`src/rtl/soc_loader_pkg.sv`:
```
// Shared types and helpers for the framed byte-stream memory loader.
package soc_loader_pkg;

    typedef enum logic [2:0] {
        IDLE,
        TGT,
        ADDR0,
        ADDR1,
        LEN0,
        LEN1,
        DATA,
        CHK
    } state_e;

    localparam logic [7:0] SYNC_BYTE = 8'hA5;

    function automatic int lanes(input int data_width);
        return data_width / 8;
    endfunction

    function automatic int lane_bits(input int data_width);
        return $clog2(data_width / 8);
    endfunction

endpackage

```
`src/rtl/soc_loader_word_pack.sv`:
```
// Byte-lane assembly into memory words with strobe accumulation and a
// registered write port (one-cycle write pulse per flushed word).
module soc_loader_word_pack
    import soc_loader_pkg::*;
#(
    parameter int NUM_TGT    = 2,
    parameter int TGT_W      = 1,
    parameter int DATA_WIDTH = 32,
    parameter int WADDR_W    = 10
) (
    input  logic                           clk,
    input  logic                           reset,
    input  logic                           drop,
    input  logic                           byte_vld,
    input  logic [7:0]                     byte_data,
    input  logic [lane_bits(DATA_WIDTH)-1:0] lane,
    input  logic [WADDR_W-1:0]             waddr,
    input  logic [TGT_W-1:0]               tgt,
    input  logic                           last,
    output logic [NUM_TGT-1:0]             mem_wr_en,
    output logic [WADDR_W-1:0]             mem_addr,
    output logic [DATA_WIDTH-1:0]          mem_wdata,
    output logic [DATA_WIDTH/8-1:0]        mem_wstrb
);

    localparam int LANES     = lanes(DATA_WIDTH);
    localparam int LANE_BITS = lane_bits(DATA_WIDTH);

    logic [DATA_WIDTH-1:0] acc_data_q, acc_data_d, new_data;
    logic [LANES-1:0]      acc_strb_q, acc_strb_d, new_strb;
    logic [NUM_TGT-1:0]    wr_en_q, wr_en_d;
    logic [WADDR_W-1:0]    addr_q, addr_d;
    logic [DATA_WIDTH-1:0] wdata_q, wdata_d;
    logic [LANES-1:0]      wstrb_q, wstrb_d;

    always_comb begin
        acc_data_d = acc_data_q;
        acc_strb_d = acc_strb_q;
        wr_en_d    = '0;
        addr_d     = addr_q;
        wdata_d    = wdata_q;
        wstrb_d    = '0;
        new_data   = acc_data_q | (DATA_WIDTH'(byte_data) << {lane, 3'b000});
        new_strb   = acc_strb_q | (LANES'(1) << lane);
        if (drop) begin
            // Aborted frame: the partial word is discarded, never written.
            acc_data_d = '0;
            acc_strb_d = '0;
        end else if (byte_vld) begin
            if (lane == LANE_BITS'(LANES - 1) || last) begin
                wr_en_d    = NUM_TGT'(1) << tgt;
                addr_d     = waddr;
                wdata_d    = new_data;
                wstrb_d    = new_strb;
                acc_data_d = '0;
                acc_strb_d = '0;
            end else begin
                acc_data_d = new_data;
                acc_strb_d = new_strb;
            end
        end
    end

    always_ff @(posedge clk) begin
        if (!reset) begin
            acc_data_q <= '0;
            acc_strb_q <= '0;
            wr_en_q    <= '0;
            addr_q     <= '0;
            wdata_q    <= '0;
            wstrb_q    <= '0;
        end else begin
            acc_data_q <= acc_data_d;
            acc_strb_q <= acc_strb_d;
            wr_en_q    <= wr_en_d;
            addr_q     <= addr_d;
            wdata_q    <= wdata_d;
            wstrb_q    <= wstrb_d;
        end
    end

    assign mem_wr_en = wr_en_q;
    assign mem_addr  = addr_q;
    assign mem_wdata = wdata_q;
    assign mem_wstrb = wstrb_q;

endmodule

```
`src/rtl/soc_mem_loader.sv`:
```
// Frame parser for the byte-stream loader: header capture, address/length
// counting, checksum and done/error reporting; word packing is delegated.
module soc_mem_loader
    import soc_loader_pkg::*;
#(
    parameter int         NUM_TGT    = 2,
    parameter int         ADDR_WIDTH = 12,
    parameter int         DATA_WIDTH = 32,
    parameter logic [7:0] SYNC_BYTE  = soc_loader_pkg::SYNC_BYTE
) (
    input  logic                                              clk,
    input  logic                                              reset,
    input  logic                                              load_en,
    input  logic                                              rx_valid,
    input  logic [7:0]                                        rx_data,
    output logic                                              rx_ready,
    output logic [NUM_TGT-1:0]                                mem_wr_en,
    output logic [ADDR_WIDTH-lane_bits(DATA_WIDTH)-1:0]       mem_addr,
    output logic [DATA_WIDTH-1:0]                             mem_wdata,
    output logic [DATA_WIDTH/8-1:0]                           mem_wstrb,
    output logic                                              busy,
    output logic                                              done,
    output logic                                              error
);

    localparam int LANE_BITS = lane_bits(DATA_WIDTH);
    localparam int WADDR_W   = ADDR_WIDTH - LANE_BITS;
    localparam int TGT_W     = (NUM_TGT > 1) ? $clog2(NUM_TGT) : 1;

    state_e                state_q, state_d;
    logic [TGT_W-1:0]      tgt_q, tgt_d;
    logic [7:0]            addr_lo_q, addr_lo_d;
    logic [7:0]            len_lo_q, len_lo_d;
    logic [ADDR_WIDTH-1:0] baddr_q, baddr_d;
    logic [15:0]           len_q, len_d;
    logic [7:0]            sum_q, sum_d, chk_sum;
    logic                  done_q, done_d;
    logic                  error_q, error_d;
    logic                  pk_vld, pk_last;

    always_comb begin
        state_d   = state_q;
        tgt_d     = tgt_q;
        addr_lo_d = addr_lo_q;
        len_lo_d  = len_lo_q;
        baddr_d   = baddr_q;
        len_d     = len_q;
        sum_d     = sum_q;
        done_d    = 1'b0;
        error_d   = 1'b0;
        pk_vld    = 1'b0;
        pk_last   = 1'b0;
        chk_sum   = sum_q + rx_data;
        if (!load_en) begin
            state_d = IDLE;
        end else if (rx_valid) begin
            case (state_q)
                IDLE: begin
                    if (rx_data == SYNC_BYTE) begin
                        state_d = TGT;
                        sum_d   = '0;
                    end
                end
                TGT: begin
                    if (int'(rx_data) >= NUM_TGT) begin
                        error_d = 1'b1;
                        state_d = IDLE;
                    end else begin
                        tgt_d   = TGT_W'(rx_data);
                        state_d = ADDR0;
                    end
                end
                ADDR0: begin
                    addr_lo_d = rx_data;
                    state_d   = ADDR1;
                end
                ADDR1: begin
                    baddr_d = ADDR_WIDTH'({rx_data, addr_lo_q});
                    state_d = LEN0;
                end
                LEN0: begin
                    len_lo_d = rx_data;
                    state_d  = LEN1;
                end
                LEN1: begin
                    len_d   = {rx_data, len_lo_q};
                    state_d = (len_d == 16'd0) ? CHK : DATA;
                end
                DATA: begin
                    // len_q counts payload bytes still to come, this one included.
                    pk_vld  = 1'b1;
                    pk_last = (len_q == 16'd1);
                    baddr_d = baddr_q + 1'b1;
                    len_d   = len_q - 16'd1;
                    sum_d   = chk_sum;
                    if (pk_last) state_d = CHK;
                end
                CHK: begin
                    done_d  = (chk_sum == 8'd0);
                    error_d = (chk_sum != 8'd0);
                    state_d = IDLE;
                end
                default: state_d = IDLE;
            endcase
        end
    end

    always_ff @(posedge clk) begin
        if (!reset) begin
            state_q   <= IDLE;
            tgt_q     <= '0;
            addr_lo_q <= '0;
            len_lo_q  <= '0;
            baddr_q   <= '0;
            len_q     <= '0;
            sum_q     <= '0;
            done_q    <= 1'b0;
            error_q   <= 1'b0;
        end else begin
            state_q   <= state_d;
            tgt_q     <= tgt_d;
            addr_lo_q <= addr_lo_d;
            len_lo_q  <= len_lo_d;
            baddr_q   <= baddr_d;
            len_q     <= len_d;
            sum_q     <= sum_d;
            done_q    <= done_d;
            error_q   <= error_d;
        end
    end

    soc_loader_word_pack #(
        .NUM_TGT    (NUM_TGT),
        .TGT_W      (TGT_W),
        .DATA_WIDTH (DATA_WIDTH),
        .WADDR_W    (WADDR_W)
    ) u_word_pack (
        .clk       (clk),
        .reset     (reset),
        .drop      (!load_en),
        .byte_vld  (pk_vld),
        .byte_data (rx_data),
        .lane      (baddr_q[LANE_BITS-1:0]),
        .waddr     (baddr_q[ADDR_WIDTH-1:LANE_BITS]),
        .tgt       (tgt_q),
        .last      (pk_last),
        .mem_wr_en (mem_wr_en),
        .mem_addr  (mem_addr),
        .mem_wdata (mem_wdata),
        .mem_wstrb (mem_wstrb)
    );

    assign rx_ready = load_en;
    assign busy     = (state_q != IDLE);
    assign done     = done_q;
    assign error    = error_q;

endmodule

```
`config.mk`:
```
export PLATFORM = sky130hd
export DESIGN_NAME = soc_mem_loader
export DESIGN_NICKNAME = d
export VERILOG_FILES = /design/src/rtl/soc_loader_pkg.sv /design/src/rtl/soc_loader_word_pack.sv /design/src/rtl/soc_mem_loader.sv
export SDC_FILE = /design/constraint.sdc
export NUM_CORES = 1
export LEC_CHECK = 0
export CAP_MARGIN = 10
export CORE_AREA = 2 2 109 111
export DETAILED_ROUTE_END_ITERATION = 12
export DIE_AREA = 0 0 111 113
export PLACE_DENSITY_LB_ADDON = 0.15
export SKIP_CTS_REPAIR_TIMING = 1
export SLEW_MARGIN = 20
export SYNTH_ARGS = -nofsm -noshare
export SYNTH_HDL_FRONTEND = slang
export SYNTH_SLANG_ARGS = --single-unit
export TNS_END_PERCENT = 100
```
`constraint.sdc`:
```
create_clock -name clk -period 2.6 [get_ports clk]
set_input_delay 0.52 -clock clk [delete_from_list [all_inputs] [get_ports clk]]
set_output_delay 0.52 -clock clk [all_outputs]
set_load 0.02 [all_outputs]
```
==> results of run 1 <==
==> how the worst max path moves through the flow <==
stage	cells past startpoint	endpoint	slack [ns]
6_report	6	u_word_pack.mem_wstrb[1]	0.13
5_1_grt	7	done	0.01
4_1_cts	6	u_word_pack.mem_wstrb[1]	0.15
3_5_place_dp	7	done	-0.21
3_3_place_gp	7	done	-0.16
2_1_floorplan	7	done	0.23
==> layer usage <==
metal,track usage [%],part of all wire (%)
met1,36.70,44
met2,45.64,48
met3,6.052,6.6
met4,9.500,1.7
met5,0,0
==> cell families after synthesis <==
kind of cell,Yosys count,share of synthesized area (%)
xor+xnor,5,0.6881
mux,16,2.517
fa+ha+maj,14,2.871
simple gates,287,21.53
buf+inv,73,4.758
compound gates,227,22.97
flops,142,44.67
==> worst max-delay path: cells and delay by family, from the launching register on <==
family	cells	cell delay [ns]
and+or+nand+nor	4	1.49
AOI/OAI and AO/OA	1	0.25
buffers and inverters	1	0.29
DFF	1	0.35
==> through the flow <==
step,setup slack [ns],cells
6_report,0.1326,983
5_1_grt,0.01369,983
3_5_place_dp,-0.2083,952
3_3_place_gp,-0.1620,952
2_1_floorplan,0.2341,764
4_1_cts,0.1481,983
==> cell type report <==
cell class / count / share of cell area [%]
Multi-Input combinational cell: 549 / 41.21
Sequential cell: 142 / 36.32
Timing Repair Buffer: 105 / 12.50
Clock buffer: 22 / 5.931
Tap cell: 143 / 2.286
Clock inverter: 9 / 1.119
Inverter: 13 / 0.6235
==> registers in the layout, indices dropped and copies added (netlist names), 2 cells and up <==
signal and flops:
u_word_pack.acc_data_q 32, u_word_pack.mem_wdata 32, len_q 16, baddr_q 12
u_word_pack.mem_addr 10, addr_lo_q 8, len_lo_q 8, sum_q 8
u_word_pack.acc_strb_q 4, u_word_pack.mem_wstrb 4, state_q 3, u_word_pack.mem_wr_en 2
==> report_power, final <==
group | internal (mW) | total (mW) | switching [mW] | leakage (nW)
registers | 2.18 | 2.18 | 0.0000560 | 1.14
logic | 0.0617 | 0.172 | 0.110 | 1.83
clock network | 1.36 | 2.27 | 0.908 | 0.259
total | 3.60 | 4.62 | 1.02 | 3.23
==> cells in the mapped netlist, types with 8 or more instances <==
library cell  number
nand4_1           14
dfxtp_1          142
a21oi_1          101
o211a_1           33
nor2_1           116
o21ai_0           39
clkbuf_1          44
a31oi_1            8
buf_2             11
nor4_1             9
ha_1              13
nand2_1           37
inv_1             12
nor3_1            24
nand3_1           44
mux2i_1           16
==> cell usage in the layout (no fill, tap or decap), types with 8 or more instances in the layout <==
cell / count
o211a_1: 33
ha_1: 13
clkdlybuf4s50_1: 62
inv_1: 12
nand4_1: 14
clkbuf_16: 17
buf_4: 39
a31oi_1: 8
nand2_1: 37
o21ai_0: 39
a21oi_1: 101
nand3_1: 44
nor4_1: 9
nor3_1: 24
dfxtp_1: 142
mux2i_1: 16
nor2_1: 115
==> impl_results.md, run 1 <==
- Critical Path Sink Type: flip-flop
- Clock tree from TritonCTS: done
- Netlist Area Pre-Place: 0.006364 mm2
- Clock latency on the worst-skew pair: 0.42 ns
- Critical path's slowest cell: or4_1
- Synth Area per Inst: 8.329 um2
- Distinct cell type count after synthesis: 61
- Worst EP arrival: 2.82 ns
- Overall power: 4.617 mW
- Worst vdd ir: 492.2 uV
- Final Max Tran Viols: 0
- Tcrit/Tclk final: 94.90%
- WP data required: 2.95 ns
- Critical path's largest stage delay: 0.57 ns
- Worst Path Max Fanout: 21
- TNS Setup: 0 ns
- First-pass GRT wire length: 28.37 mm
- Worst-Margin Slew: 0.6328 ns
- Clk slew on worst S/H paths: 0.06 ns
- FP Rows: 39
- Reg-to-reg slack, setup: 0.13 ns
- Worst setup path class: flip-flop to flip-flop
- Final min period: 2.467 ns
- Largest net degree at the start of global routing: 59
- Worst hold margin: 0.4394 ns
- Top-area cell type share of the netlist area: 44.67%
- Worst-path cell chain: or4_4, or4_1, o21bai_4, buf_4, nand4_1, nor2_1
- Final Core Density: 69.43%
- Hold Path End: u_word_pack.acc_strb_q[3]
- Number of synthesized register bits: 142
- Layout Area Growth over Synthesis: 22.98%
- Sink Count: 142
- Routed len/inst: 17.45 um
- Routed WL: 17.15 mm
- Hold Crit Start: u_word_pack.acc_strb_q[3]
- Multi-input gate area: 0.003226 mm2
- IO buf count: 63
- CTS Buf Count: 17
- Num ports: 64
- Area occupied by registers: 0.002843 mm2
- Worst Setup Start Kind: flip-flop
- Die height: 113 um
- RSZ-0062 raised after global routing: no
- Post-DP HPWL: 11.27 mm
- Ant diodes: 0
- GRT Total Usage: 27.82%
- GP Congestion: 0.8834
- Dominant synthesized flop cell: dfxtp_1
- Max-Cap Viols: 0
- Total number of vias: 5,974
- Leakage: 3.227 nW
- Post-DRT Antenna Nets: 0
- Outcome: finished clean
- Hold Crit Depth: 2
- DRT iter0 DRCs: 547
- Die area: 0.01254 mm2
- Final Skew: 0.005668 ns
- Worst hold-check path type: flip-flop to flip-flop
- PD cells: 589.9 mW/mm2
- Sequential element share of the synthesized area: 44.67%
- Worst r2r dst: u_word_pack.mem_wstrb[1]
- Final hold violation count: 0
- Initial antenna violation count: 0
- Final setup fails: 0
- Synthesized Nets: 790
- Critical Path Source: len_q[8]
- Finished Cell Area: 0.007826 mm2
- Initial Util: 56.45%
- Fill cell total of the finished layout: 900
- Worst reg-to-reg path cell count: 6
- Rel. slew slack: 57.69%
- Mapped Cells: 764
- Via density: 6.077
- Cell taking the most area after synthesis: dfxtp_1
- Remaining Overflow, GRT: 0
- H-Tree Depth: 4
- Residual DRC: 0
- Number of iterations in the first detailed-routing pass: 6
- Chip width: 111 um
- DP Area: 0.007274 mm2
- Ranking of synthesized cells by area: dfxtp_1 45%, a21oi_1 7.9%, nor2_1 6.8%, o211a_1 5.2%, nand3_1 3.5%
- Vias in the first global route: 5,665
- Root buffer cell: clkbuf_16
- Layout cell share with drive strength beyond 1: 10.24%
- R2r startpoint: len_q[8]
- Core area: 0.01127 mm2
- Worst-case clock buffer depth: 2
- EDFF count, synth: 0
- Max Clk Rate: 0.4053 GHz
- Async S/R FF share, synth: 0%
- # nets final: 854
- Yosys Warn Count: 0
No activity file was read; power rests on OpenSTA's default activity.
==> run 2, diff against run 1 <==
Settings changed: REMOVE_ABC_BUFFERS set to 1, SLEW_MARGIN 20 to not set.
==> run 2 against run 1 <==
Flip-flop and latch count did not move. Utilization rose by 0.71 points. Count of clock-buffer cells in the layout fell by 1. Hold slack improved by 0.0042 ns. Sequential share of layout area fell by 0.37 points. Critical endpoint unchanged. Register-to-register slack got worse by 0.03 ns. Die area did not move. Total power rose by 2.4%. Clock skew rose by 0.0067 ns. Routed wire length rose by 1.5%. Cell area rose by 1.0%. Sequential power barely moved.
==> impl_results.md, run 2 (synthesis gave the netlist of run 1 again) <==
- GRT Total Usage: 28.22%
- Hold Path End: u_word_pack.mem_wr_en[0]
- DP Area: 0.007289 mm2
- Core area: 0.01127 mm2
- Worst Setup Start Kind: flip-flop
- DRT iter0 DRCs: 599
- Worst-Margin Slew: 0.6549 ns
- Tcrit/Tclk final: 95.91%
- Routed WL: 17.42 mm
- First-pass GRT wire length: 28.64 mm
- Initial Util: 56.45%
- RSZ-0062 raised after global routing: no
- Final Skew: 0.01232 ns
- Filler-free cell count of the finished design: 986
- Placed cells: 954
- Number of iterations in the first detailed-routing pass: 6
- Largest net degree at the start of global routing: 65
- Critical path's largest stage delay: 0.56 ns
- Remaining Overflow, GRT: 0
- WP data required: 2.94 ns
- Sink Count: 142
- Layout Area Growth over Synthesis: 24.24%
- PD cells: 597.9 mW/mm2
- Post-DRT Antenna Nets: 0
- Rel. slew slack: 56.18%
- CTS Buf Count: 17
- Via density: 6.132
- Worst r2r dst: u_word_pack.mem_wstrb[1]
- Layout cell share with drive strength beyond 1: 11.39%
- Residual DRC: 0
- Max Clk Rate: 0.4010 GHz
- Commonest non-fill, non-tap cells in the layout: 142 x dfxtp_1, 114 x nor2_1, 101 x a21oi_1
- Worst EP arrival: 2.83 ns
- Num ports: 64
- Vias in the first global route: 5,745
- Leakage: 3.273 nW
- Worst reg-to-reg path cell count: 6
- Most common cell after layout, fill and taps aside: dfxtp_1
- Worst vdd ir: 521.3 uV
- Worst-case clock buffer depth: 2
- Worst Path Max Fanout: 12
- Outcome: finished clean
- Chip width: 111 um
- Final hold violation count: 0
- Initial antenna violation count: 0
- Critical path's slowest cell: or4_4
- Clock tree from TritonCTS: done
- IO buf count: 63
- GP Congestion: 0.8960
- Die height: 113 um
- H-Tree Depth: 4
- Final setup fails: 0
- Worst setup path class: flip-flop to flip-flop
- Worst hold margin: 0.4436 ns
- Final WS setup: 0.1062 ns
- Root buffer cell: clkbuf_16
- Finished Cell Area: 0.007906 mm2
- Final Max Tran Viols: 0
- Hold Crit Start: tgt_q
- Die area: 0.01254 mm2
- Post-DP HPWL: 11.27 mm
- # nets final: 856
- FP Rows: 39
- Critical Path Sink Type: flip-flop
- Fill cell total of the finished layout: 889
- R2r startpoint: len_q[8]
- Clock latency on the worst-skew pair: 0.42 ns
- Final min period: 2.494 ns
- Clk slew on worst S/H paths: 0.06 ns
- Total number of vias: 6,046
- Reg-to-reg slack, setup: 0.11 ns
- Worst hold-check path type: flip-flop to flip-flop
- Worst-path cell chain: or4_4, or4_4, o21bai_4, buf_4, nand4_1, nor2_1
- Max-Cap Viols: 0
- Worst path most repeated cell: or4_4
- Routed len/inst: 17.66 um
- Worst slack at placement: -0.4389 ns
- Ant diodes: 0
- Hold Crit Depth: 1
## run 2: cell count changes in the layout (fill, tap and decap cells not counted), sizes merged, moves of 2 or more
cell,previous run,this run
clkinv,4,7
buf,43,45
clkdlybuf4s50,62,60
dlymetal6s2s,0,2
## run 2: how the worst max path moves through the flow
stage	start	end	slack [ns]	cells past startpoint
after floorplan	state_q[2]	u_word_pack.mem_addr[0]	-1.76	4
after global placement	rx_data[2]	done	-0.42	7
after detailed placement	rx_data[2]	done	-0.44	7
after CTS	rx_data[2]	done	-0.01	7
after global routing	rx_data[0]	done	0.04	8
final	len_q[8]	u_word_pack.mem_wstrb[1]	0.11	6
## run 2: area by class of cell
type	count	area [um2]	area share, %
Inverter	13	48.80	0.6172
Clock buffer	21	460.4	5.824
Tap cell	143	178.9	2.263
Timing Repair Buffer	107	998.5	12.63
Multi-Input combinational cell	549	3261	41.24
Sequential cell	142	2843	35.96
Clock inverter	11	116.4	1.472
## run 2: stage by stage
| step | TNS, ns | power, mW | util, % |
|---|---|---|---|
| CTS | -0.01171 | 4.751 | 69.79 |
| global route | 0 | 4.862 | 70.14 |
| global placement | -1.984 | 2.396 | 64.67 |
| finish | 0 | 4.728 | 70.14 |
| floorplan | -134.13 | 2.277 | - |
| detailed placement | -2.325 | 2.397 | 64.67 |
## run 2: metal layers
layer | routed length (um) | GRT usage [%] | share of wire [%] | vias to the layer above
met3 | 1280 | 6.427 | 7.3 | 25
met4 | 299 | 9.833 | 1.7 | 0
met5 | 0 | 0 | 0 | -
met2 | 8452 | 46.87 | 49 | 260
li1 | - | - | - | 2884
met1 | 7384 | 36.48 | 42 | 2877
## run 2: worst max-delay path, delay by kind of cell, from the launching register on
| family | cells | cell delay (ns) |
|---|---|---|
| AOI/OAI and AO/OA | 1 | 0.22 |
| buffers and inverters | 1 | 0.23 |
| and+or+nand+nor | 4 | 1.61 |
| DFF | 1 | 0.36 |
## run 2: report_power, final
| part | leakage (nW) | internal (mW) | switching, mW |
|---|---|---|---|
| logic | 1.85 | 0.0630 | 0.117 |
| registers | 1.14 | 2.18 | 0.0000533 |
| clock network | 0.279 | 1.45 | 0.917 |
| total | 3.27 | 3.69 | 1.03 |
